<file path="src/rtl/ex_muldiv_unit_pkg.sv">
// Shared definitions for the RV64M multiply/divide unit: func3 encodings,
// FSM state type and default datapath width.
package ex_muldiv_unit_pkg;

    localparam int unsigned XLEN_DEFAULT = 64;

    localparam logic [2:0] F3_MUL    = 3'b000;
    localparam logic [2:0] F3_MULH   = 3'b001;
    localparam logic [2:0] F3_MULHSU = 3'b010;
    localparam logic [2:0] F3_MULHU  = 3'b011;
    localparam logic [2:0] F3_DIV    = 3'b100;
    localparam logic [2:0] F3_DIVU   = 3'b101;
    localparam logic [2:0] F3_REM    = 3'b110;
    localparam logic [2:0] F3_REMU   = 3'b111;

    typedef enum logic [1:0] {
        ST_IDLE,
        ST_CALC,
        ST_DONE
    } muldiv_state_e;

endpackage

</file>
<file path="src/rtl/ex_muldiv_unit_if.sv">
// ID/EX-side handshake of the multiply/divide unit; master is the pipeline,
// slave is the unit.
interface ex_muldiv_unit_if #(parameter int unsigned XLEN = 64);

    logic            flush_i;
    logic            valid_i;
    logic [3:0]      op_i;
    logic [XLEN-1:0] a_i;
    logic [XLEN-1:0] b_i;
    logic [XLEN-1:0] result_o;
    logic            done_o;
    logic            stall_o;
    logic            busy_o;

    modport master (
        output flush_i, valid_i, op_i, a_i, b_i,
        input  result_o, done_o, stall_o, busy_o
    );

    modport slave (
        input  flush_i, valid_i, op_i, a_i, b_i,
        output result_o, done_o, stall_o, busy_o
    );

endinterface

</file>
<file path="src/rtl/ex_muldiv_unit_div_step.sv">
// One restoring-division iteration: shift the next dividend bit into the
// partial remainder and subtract the divisor when it fits.
module div_restoring_step #(parameter int unsigned XLEN = 64) (
    input  logic [XLEN-1:0] rem,
    input  logic            dvd_bit,
    input  logic [XLEN-1:0] divisor,
    output logic [XLEN-1:0] rem_next,
    output logic            q_bit
);

    logic [XLEN:0] shifted;
    logic [XLEN:0] diff;

    always_comb begin
        shifted  = {rem, dvd_bit};
        diff     = shifted - {1'b0, divisor};
        // top bit of the widened difference is the borrow
        q_bit    = ~diff[XLEN];
        rem_next = q_bit ? diff[XLEN-1:0] : shifted[XLEN-1:0];
    end

endmodule

</file>
<file path="src/rtl/ex_muldiv_unit.sv">
// Iterative RV64M multiply/divide engine in EX. Define MULDIV_FAST_MUL_EN to
// replace the shift-add multiplier with a single-cycle `*`.
module ex_muldiv_unit
    import ex_muldiv_unit_pkg::*;
#(
    parameter int unsigned XLEN = XLEN_DEFAULT
) (
    input  logic              clk,
    input  logic              reset,
    ex_muldiv_unit_if.slave   mdu
);

    localparam int unsigned HW = XLEN / 2;
    localparam int unsigned CW = $clog2(XLEN + 1);

    muldiv_state_e     state_q, state_d;
    logic [CW-1:0]     count_q;
    logic              word_q, neg_q, rneg_q;
    logic [2:0]        f3_q;
    logic [2*XLEN-1:0] acc_q, opb_q, acc_nx, prod;
    logic [XLEN-1:0]   mplier_q, result_q;

    logic              accept, word_in, zext_in, is_div_in, sa_use, sb_use, sa, sb;
    logic              div_zero, div_ovf, illegal_w, special_in, last_iter, q_bit;
    logic [2:0]        f3_in;
    logic [XLEN-1:0]   a_ext, b_ext, mag_a, mag_b, min_val, spec_res, dvd_init;
    logic [XLEN-1:0]   rem_nx, quo_s, rem_s, res_raw, calc_res;

    function automatic logic [XLEN-1:0] fix_word(input logic w, input logic [XLEN-1:0] v);
        return w ? {{HW{v[HW-1]}}, v[HW-1:0]} : v;
    endfunction

    assign accept = (state_q == ST_IDLE) && mdu.valid_i && !mdu.flush_i;

    // Operand conditioning and special-case detection at accept
    always_comb begin
        word_in   = mdu.op_i[3];
        f3_in     = mdu.op_i[2:0];
        is_div_in = f3_in[2];
        // MULW uses the low halves unsigned: the low half of a product is sign-agnostic
        zext_in   = word_in && !(f3_in == F3_DIV || f3_in == F3_REM);
        a_ext     = mdu.a_i;
        b_ext     = mdu.b_i;
        if (word_in) begin
            a_ext = {{HW{zext_in ? 1'b0 : mdu.a_i[HW-1]}}, mdu.a_i[HW-1:0]};
            b_ext = {{HW{zext_in ? 1'b0 : mdu.b_i[HW-1]}}, mdu.b_i[HW-1:0]};
        end
        sa_use   = is_div_in ? !f3_in[0] : (f3_in == F3_MULH || f3_in == F3_MULHSU);
        sb_use   = is_div_in ? !f3_in[0] : (f3_in == F3_MULH);
        sa       = sa_use & a_ext[XLEN-1];
        sb       = sb_use & b_ext[XLEN-1];
        mag_a    = sa ? -a_ext : a_ext;
        mag_b    = sb ? -b_ext : b_ext;
        dvd_init = word_in ? (mag_a << HW) : mag_a;
        min_val  = word_in ? {{(HW+1){1'b1}}, {(HW-1){1'b0}}} : {1'b1, {(XLEN-1){1'b0}}};
        illegal_w  = word_in && !is_div_in && (f3_in != F3_MUL);
        div_zero   = is_div_in && (b_ext == '0);
        div_ovf    = is_div_in && !f3_in[0] && (a_ext == min_val) && (b_ext == '1);
        special_in = illegal_w || div_zero || div_ovf;
        spec_res   = '0;
        if (div_zero)
            spec_res = f3_in[1] ? a_ext : '1;
        else if (div_ovf)
            spec_res = f3_in[1] ? '0 : a_ext;
    end

    div_restoring_step #(.XLEN(XLEN)) u_div_step (
        .rem      (acc_q[2*XLEN-1:XLEN]),
        .dvd_bit  (acc_q[XLEN-1]),
        .divisor  (opb_q[XLEN-1:0]),
        .rem_next (rem_nx),
        .q_bit    (q_bit)
    );

    // One CALC iteration plus sign fixup of the would-be final value
    always_comb begin
        if (f3_q[2])
            acc_nx = {rem_nx, acc_q[XLEN-2:0], q_bit};
        else begin
`ifdef MULDIV_FAST_MUL_EN
            acc_nx = {{XLEN{1'b0}}, opb_q[XLEN-1:0]} * {{XLEN{1'b0}}, mplier_q};
`else
            acc_nx = acc_q + (mplier_q[0] ? opb_q : '0);
`endif
        end
        prod  = neg_q ? -acc_nx : acc_nx;
        quo_s = neg_q ? -acc_nx[XLEN-1:0] : acc_nx[XLEN-1:0];
        rem_s = rneg_q ? -acc_nx[2*XLEN-1:XLEN] : acc_nx[2*XLEN-1:XLEN];
        if (f3_q[2])
            res_raw = f3_q[1] ? rem_s : quo_s;
        else
            res_raw = (f3_q[1:0] == 2'b00) ? prod[XLEN-1:0] : prod[2*XLEN-1:XLEN];
        calc_res = fix_word(word_q, res_raw);
`ifdef MULDIV_FAST_MUL_EN
        if (!f3_q[2])
            last_iter = 1'b1;
        else
`endif
        last_iter = (count_q == CW'(word_q ? HW - 1 : XLEN - 1));
    end

    always_ff @(posedge clk or posedge reset) begin
        if (reset)
            state_q <= ST_IDLE;
        else
            state_q <= state_d;
    end

    always_comb begin
        state_d = state_q;
        unique case (state_q)
            ST_IDLE: if (accept) state_d = special_in ? ST_DONE : ST_CALC;
            ST_CALC: begin
                if (mdu.flush_i)
                    state_d = ST_IDLE;
                else if (last_iter)
                    state_d = ST_DONE;
            end
            ST_DONE: state_d = ST_IDLE;
            default: state_d = ST_IDLE;
        endcase
    end

    always_ff @(posedge clk or posedge reset) begin
        if (reset) begin
            count_q  <= '0;
            word_q   <= 1'b0;
            f3_q     <= '0;
            neg_q    <= 1'b0;
            rneg_q   <= 1'b0;
            acc_q    <= '0;
            opb_q    <= '0;
            mplier_q <= '0;
            result_q <= '0;
        end else if (accept) begin
            count_q  <= '0;
            word_q   <= word_in;
            f3_q     <= f3_in;
            neg_q    <= sa ^ sb;
            rneg_q   <= sa;
            acc_q    <= is_div_in ? {{XLEN{1'b0}}, dvd_init} : '0;
            opb_q    <= {{XLEN{1'b0}}, is_div_in ? mag_b : mag_a};
            mplier_q <= mag_b;
            if (special_in)
                result_q <= fix_word(word_in, spec_res);
        end else if (state_q == ST_CALC && !mdu.flush_i) begin
            acc_q   <= acc_nx;
            count_q <= count_q + CW'(1);
            if (!f3_q[2]) begin
                opb_q    <= opb_q << 1;
                mplier_q <= mplier_q >> 1;
            end
            if (last_iter)
                result_q <= calc_res;
        end
    end

    always_comb begin
        mdu.busy_o   = (state_q != ST_IDLE);
        mdu.done_o   = (state_q == ST_DONE);
        mdu.stall_o  = !reset && (accept || state_q == ST_CALC);
        mdu.result_o = result_q;
    end

endmodule
</file>
<file path="src/flat_wrapper.sv">
// flat-port wrapper written by rule: the top's interface ports become plain ports
module ex_muldiv_unit_flat import ex_muldiv_unit_pkg::*;
#(
    parameter int unsigned XLEN = XLEN_DEFAULT
)
  (clk, reset, mdu_flush_i, mdu_valid_i, mdu_op_i, mdu_a_i, mdu_b_i, mdu_result_o, mdu_done_o, mdu_stall_o, mdu_busy_o);
  ex_muldiv_unit_if #(.XLEN(XLEN)) mdu_i ();
  input  logic clk;
  input  logic reset;
  input wire logic [$bits(mdu_i.flush_i)-1:0] mdu_flush_i;
  input wire logic [$bits(mdu_i.valid_i)-1:0] mdu_valid_i;
  input wire logic [$bits(mdu_i.op_i)-1:0] mdu_op_i;
  input wire logic [$bits(mdu_i.a_i)-1:0] mdu_a_i;
  input wire logic [$bits(mdu_i.b_i)-1:0] mdu_b_i;
  output wire logic [$bits(mdu_i.result_o)-1:0] mdu_result_o;
  output wire logic [$bits(mdu_i.done_o)-1:0] mdu_done_o;
  output wire logic [$bits(mdu_i.stall_o)-1:0] mdu_stall_o;
  output wire logic [$bits(mdu_i.busy_o)-1:0] mdu_busy_o;
  assign mdu_i.flush_i = mdu_flush_i;
  assign mdu_i.valid_i = mdu_valid_i;
  assign mdu_i.op_i = mdu_op_i;
  assign mdu_i.a_i = mdu_a_i;
  assign mdu_i.b_i = mdu_b_i;
  assign mdu_result_o = mdu_i.result_o;
  assign mdu_done_o = mdu_i.done_o;
  assign mdu_stall_o = mdu_i.stall_o;
  assign mdu_busy_o = mdu_i.busy_o;
  ex_muldiv_unit #(.XLEN(XLEN)) u_core (.clk(clk), .reset(reset), .mdu(mdu_i));
endmodule
</file>
<file path="config.mk">
export PLATFORM = sky130hd
export DESIGN_NAME = ex_muldiv_unit_flat
export DESIGN_NICKNAME = d
export VERILOG_FILES = /design/src/rtl/ex_muldiv_unit_pkg.sv /design/src/rtl/ex_muldiv_unit_if.sv /design/src/rtl/ex_muldiv_unit_div_step.sv /design/src/rtl/ex_muldiv_unit.sv /design/src/flat_wrapper.sv
export SDC_FILE = /design/constraint.sdc
export NUM_CORES = 2
export LEC_CHECK = 0
export CELL_PAD_IN_SITES_DETAIL_PLACEMENT = 1
export CELL_PAD_IN_SITES_GLOBAL_PLACEMENT = 2
export CORE_AREA = 2 2 313 624
export DETAILED_ROUTE_END_ITERATION = 16
export DIE_AREA = 0 0 315 626
export GPL_TIMING_DRIVEN = 0
export MAX_ROUTING_LAYER = met4
export PLACE_DENSITY_LB_ADDON = 0.1
export SLEW_MARGIN = 20
export SYNTH_ARGS = -nofsm -noshare
export SYNTH_HDL_FRONTEND = slang
export SYNTH_HIERARCHICAL = 1
export SYNTH_SLANG_ARGS = --single-unit
</file>
<file path="constraint.sdc">
create_clock -name clk -period 20.4 [get_ports clk]
set_input_delay 4.08 -clock clk [delete_from_list [all_inputs] [get_ports clk]]
set_output_delay 4.08 -clock clk [all_outputs]
set_load 0.02 [all_outputs]
</file>
==> results.sh <==
export IMPL_status="finished, violations left"
export IMPL_violations="max-capacitance violations"
export IMPL_antenna_found_initial=33
export IMPL_pwr_share_comb=0.673
export IMPL_vdd_drop_max_v=0.0000664
export IMPL_dieWidth_um=315
export IMPL_fin_worst_skew_ns=0.0482
export IMPL_synth_area_leader_cell="dfrtp_1"
export IMPL_synthArstFlopShare=1.00
export IMPL_die_h_um=626
export IMPL_arrival_ns=17.92
export IMPL_cts_tree="done"
export IMPL_rsz0062_at_grt="no"
export IMPL_row_count=228
export IMPL_drc=0
export IMPL_yosysSeqAreaShare=0.209
export IMPL_place_gp_congestion=1.12
export IMPL_ctsResizeCount=0
export IMPL_syn_nets=7117
export IMPL_finalHoldViolations=0
export IMPL_core_area_um2=193000
export IMPL_met2_usage=0.784
export IMPL_cpMostUsedCell="buf_2"
export IMPL_clk_path_buf_depth=3
export IMPL_fill_cells=23800
export IMPL_p_int_w=0.00287
export IMPL_yosys_register_bits=399
export IMPL_busiest_layer="met2"
export IMPL_synth_cell_types=125
export IMPL_leakage_nw=22.3
export IMPL_start_util=0.248
export IMPL_path_class="flop to flop"
export IMPL_dp_cells=9599
export IMPL_r2r_start="u_core/f3_q[2]$_DFFE_PP0P_"
export IMPL_root_buffer="clkbuf_16"
export IMPL_synth_edf_count=0
export IMPL_layout_common_cells="nand2_1 (1072), nor2_1 (653), a21oi_1 (550)"
export IMPL_die_area_um2=197000
export IMPL_drt_iter0_drc=5446
export IMPL_cts_clk_slew_worst_paths_ns=0.06
export IMPL_grt_max_degree=86
export IMPL_routed_wl_um=460000
export IMPL_reg2reg_slack_ns=3.09
export IMPL_switching_power_w=0.00465
export IMPL_cp_slowest_cell="buf_1"
export IMPL_setup_violations=0
export IMPL_via_per_inst=6.38
export IMPL_cp_top_family="buffers and inverters"
export IMPL_layout_commonest_cell="nand2_1"
export IMPL_use_met1=0.404
export IMPL_cp_num_buf_inv=15
export IMPL_avgSynthCellArea_um2=7.04
export IMPL_syn2layout_area_growth_pct=19.0
export IMPL_dr_pass1_iters=6
export IMPL_dp_hpwl_um=390000
export IMPL_postCtsSetupRepairBufs=0
export IMPL_power_density_nw_per_um2=132
export IMPL_path_depth=31
export IMPL_clkSinkCount=399
export IMPL_io_pins=203
export IMPL_start_kind="flop"
export IMPL_reg2reg_to="u_core/mdu.result_o[8]$_DFFE_PP0P_"
export IMPL_reg2reg_depth=31
export IMPL_vias=62100
export IMPL_min_period_over_period=0.849
export IMPL_place_area_um2=54800
export IMPL_cp_data_required_time_ns=21.00
export IMPL_synthTopCellsByArea="dfrtp_1 (21%), nand2_1 (8.4%), a21oi_1 (5.9%)"
export IMPL_synth_area_um2=47800
export IMPL_routedWlPerCell_um=47.3
export IMPL_crit_end="u_core/mdu.result_o[8]$_DFFE_PP0P_"
export IMPL_final_util=0.295
export IMPL_cap_violations=1
export IMPL_syn_instance_count=6782
export IMPL_grt_pass1_wl_um=608000
export IMPL_slew_headroom=0.00823
export IMPL_clk_latency_ns=0.75
export IMPL_slowest_delay_ns=1.01
export IMPL_grt_util_met3=0.0960
export IMPL_final_nets=7463
export IMPL_cts_hold_buf=0
export IMPL_gr_total_overflow=0
export IMPL_totalPowerFinal_w=0.00752
export IMPL_port_buffers=200
export IMPL_crit_start="u_core/f3_q[2]$_DFFE_PP0P_"
export IMPL_instances_no_fill=9736
export IMPL_drive_gt1_frac=0.0897
export IMPL_tightest_slew_ns=1.48
export IMPL_numCtsBuffers=51
export IMPL_min_period_ns=17.31
export IMPL_slew_viol_final=0
export IMPL_worstPathMaxFanout=10
export IMPL_clkPwrFrac=0.139
export IMPL_stdcell_area_um2=56900
export IMPL_power_switching_share=0.619
export IMPL_postRouteAntennaNets=0
export IMPL_ys_flop_type="dfrtp_1"
export IMPL_grt_pass1_vias=64000
export IMPL_crit_path_end_kind="flop"
export IMPL_htreeDepth=2
export IMPL_hold_class="flop to flop"
export IMPL_ys_warn_count=6
export IMPL_seq_power_share=0.188
export IMPL_hold_slack_ns=0.483
export IMPL_synth_top_area_share=0.209
export IMPL_grt_use_total=0.473
export IMPL_clock_fmax_mhz=57.8
## cells by family after synthesis
family / count (synthesis) / share of synthesized area
AOI/OAI and AO/OA: 2180 / 0.296
buffers and inverters: 594 / 0.0505
xor gates and xnor gates: 361 / 0.0666
muxes: 137 / 0.0350
and+or+nand+nor: 2912 / 0.291
DFF: 399 / 0.209
adders and majority gates: 199 / 0.0524
## per-stage QoR
| stage | setup WS (ns) | TNS [ns] |
|---|---|---|
| finish | 3.09 | 0 |
| floorplan | 5.22 | 0 |
| detailed placement | 4.31 | 0 |
| global placement | -2.53 | -969.68 |
| CTS | 4.24 | 0 |
| global route | 3.35 | 0 |
## power by group through the flow
stage	logic (W)	clock network [W]	registers (W)
2_1_floorplan	0.00227	0	0.00122
3_3_place_gp	0.00465	0	0.00139
3_5_place_dp	0.00480	0	0.00139
4_1_cts	0.00482	0.00106	0.00138
5_1_grt	0.00510	0.00108	0.00140
6_report	0.00506	0.00104	0.00141
## layer usage
metal,wire length (µm),share of wire
met5,0,0
met4,75100,0.16
met3,26100,0.057
met2,221000,0.48
met1,138000,0.30
## state kept, by name (all words and copies together) (netlist names)
register and count:
u_core/state_q 2, u_core/f3_q 3, u_core/mdu.result_o 64, u_core/acc_q 128, u_core/word_q 1, u_core/mplier_q 64
u_core/neg_q 1, u_core/count_q 7, u_core/rneg_q 1, u_core/opb_q 128
## worst min path at each step
stage | startpoint | to | slack, ns | cells after the start
after floorplan | u_core/opb_q[99]$_DFFE_PP0P_ | u_core/opb_q[100]$_DFFE_PP0P_ | 0.45 | 2
after global placement | u_core/opb_q[68]$_DFFE_PP0P_ | u_core/opb_q[69]$_DFFE_PP0P_ | 0.47 | 2
after detailed placement | u_core/mdu.result_o[15]$_DFFE_PP0P_ | u_core/mdu.result_o[15]$_DFFE_PP0P_ | 0.47 | 2
after CTS | u_core/mdu.result_o[15]$_DFFE_PP0P_ | u_core/mdu.result_o[15]$_DFFE_PP0P_ | 0.49 | 2
after global routing | u_core/mdu.result_o[1]$_DFFE_PP0P_ | u_core/mdu.result_o[1]$_DFFE_PP0P_ | 0.52 | 2
final | u_core/mdu.result_o[15]$_DFFE_PP0P_ | u_core/mdu.result_o[15]$_DFFE_PP0P_ | 0.48 | 2
## synthesized netlist by cell type, types with 54 or more instances
library cell,instances
mux2_4,56
a31oi_1,172
buf_2,77
nand2_1,1072
a21o_1,83
mux2i_1,68
nor4_1,70
o211ai_1,64
xnor2_1,204
o21ai_1,55
and3_1,73
o31ai_1,72
o21ai_0,523
a211oi_1,62
nor2_1,658
clkbuf_1,310
nand4_1,160
xor2_1,156
inv_1,146
and2_1,158
nor3_1,159
o21a_1,54
nand3_1,201
dfrtp_1,399
ha_1,197
a21oi_1,559
## worst register-to-register path, delay by kind of cell (launching register included)
family / cells / cell delay, ns
xor+xnor: 1 / 0.21
buf+inv: 15 / 10.43
compound gates: 4 / 1.70
fa+ha+maj: 1 / 0.27
mux: 1 / 0.51
simple gates: 9 / 3.66
flops: 1 / 0.41
## layout make-up
class | instances | area (µm²) | share of cell area
well taps | 2530 | 3170 | 0.0557
multi-input cells | 5789 | 36200 | 0.636
plain buffers | 445 | 1920 | 0.0338
clock inverters | 26 | 324 | 0.00570
diodes | 37 | 92.6 | 0.00163
repair buffers | 293 | 3190 | 0.0560
clock buffers | 68 | 1440 | 0.0253
flip-flops and latches | 399 | 9980 | 0.176
inverters | 149 | 567 | 0.00997
Power figures use the tool's default switching activity.
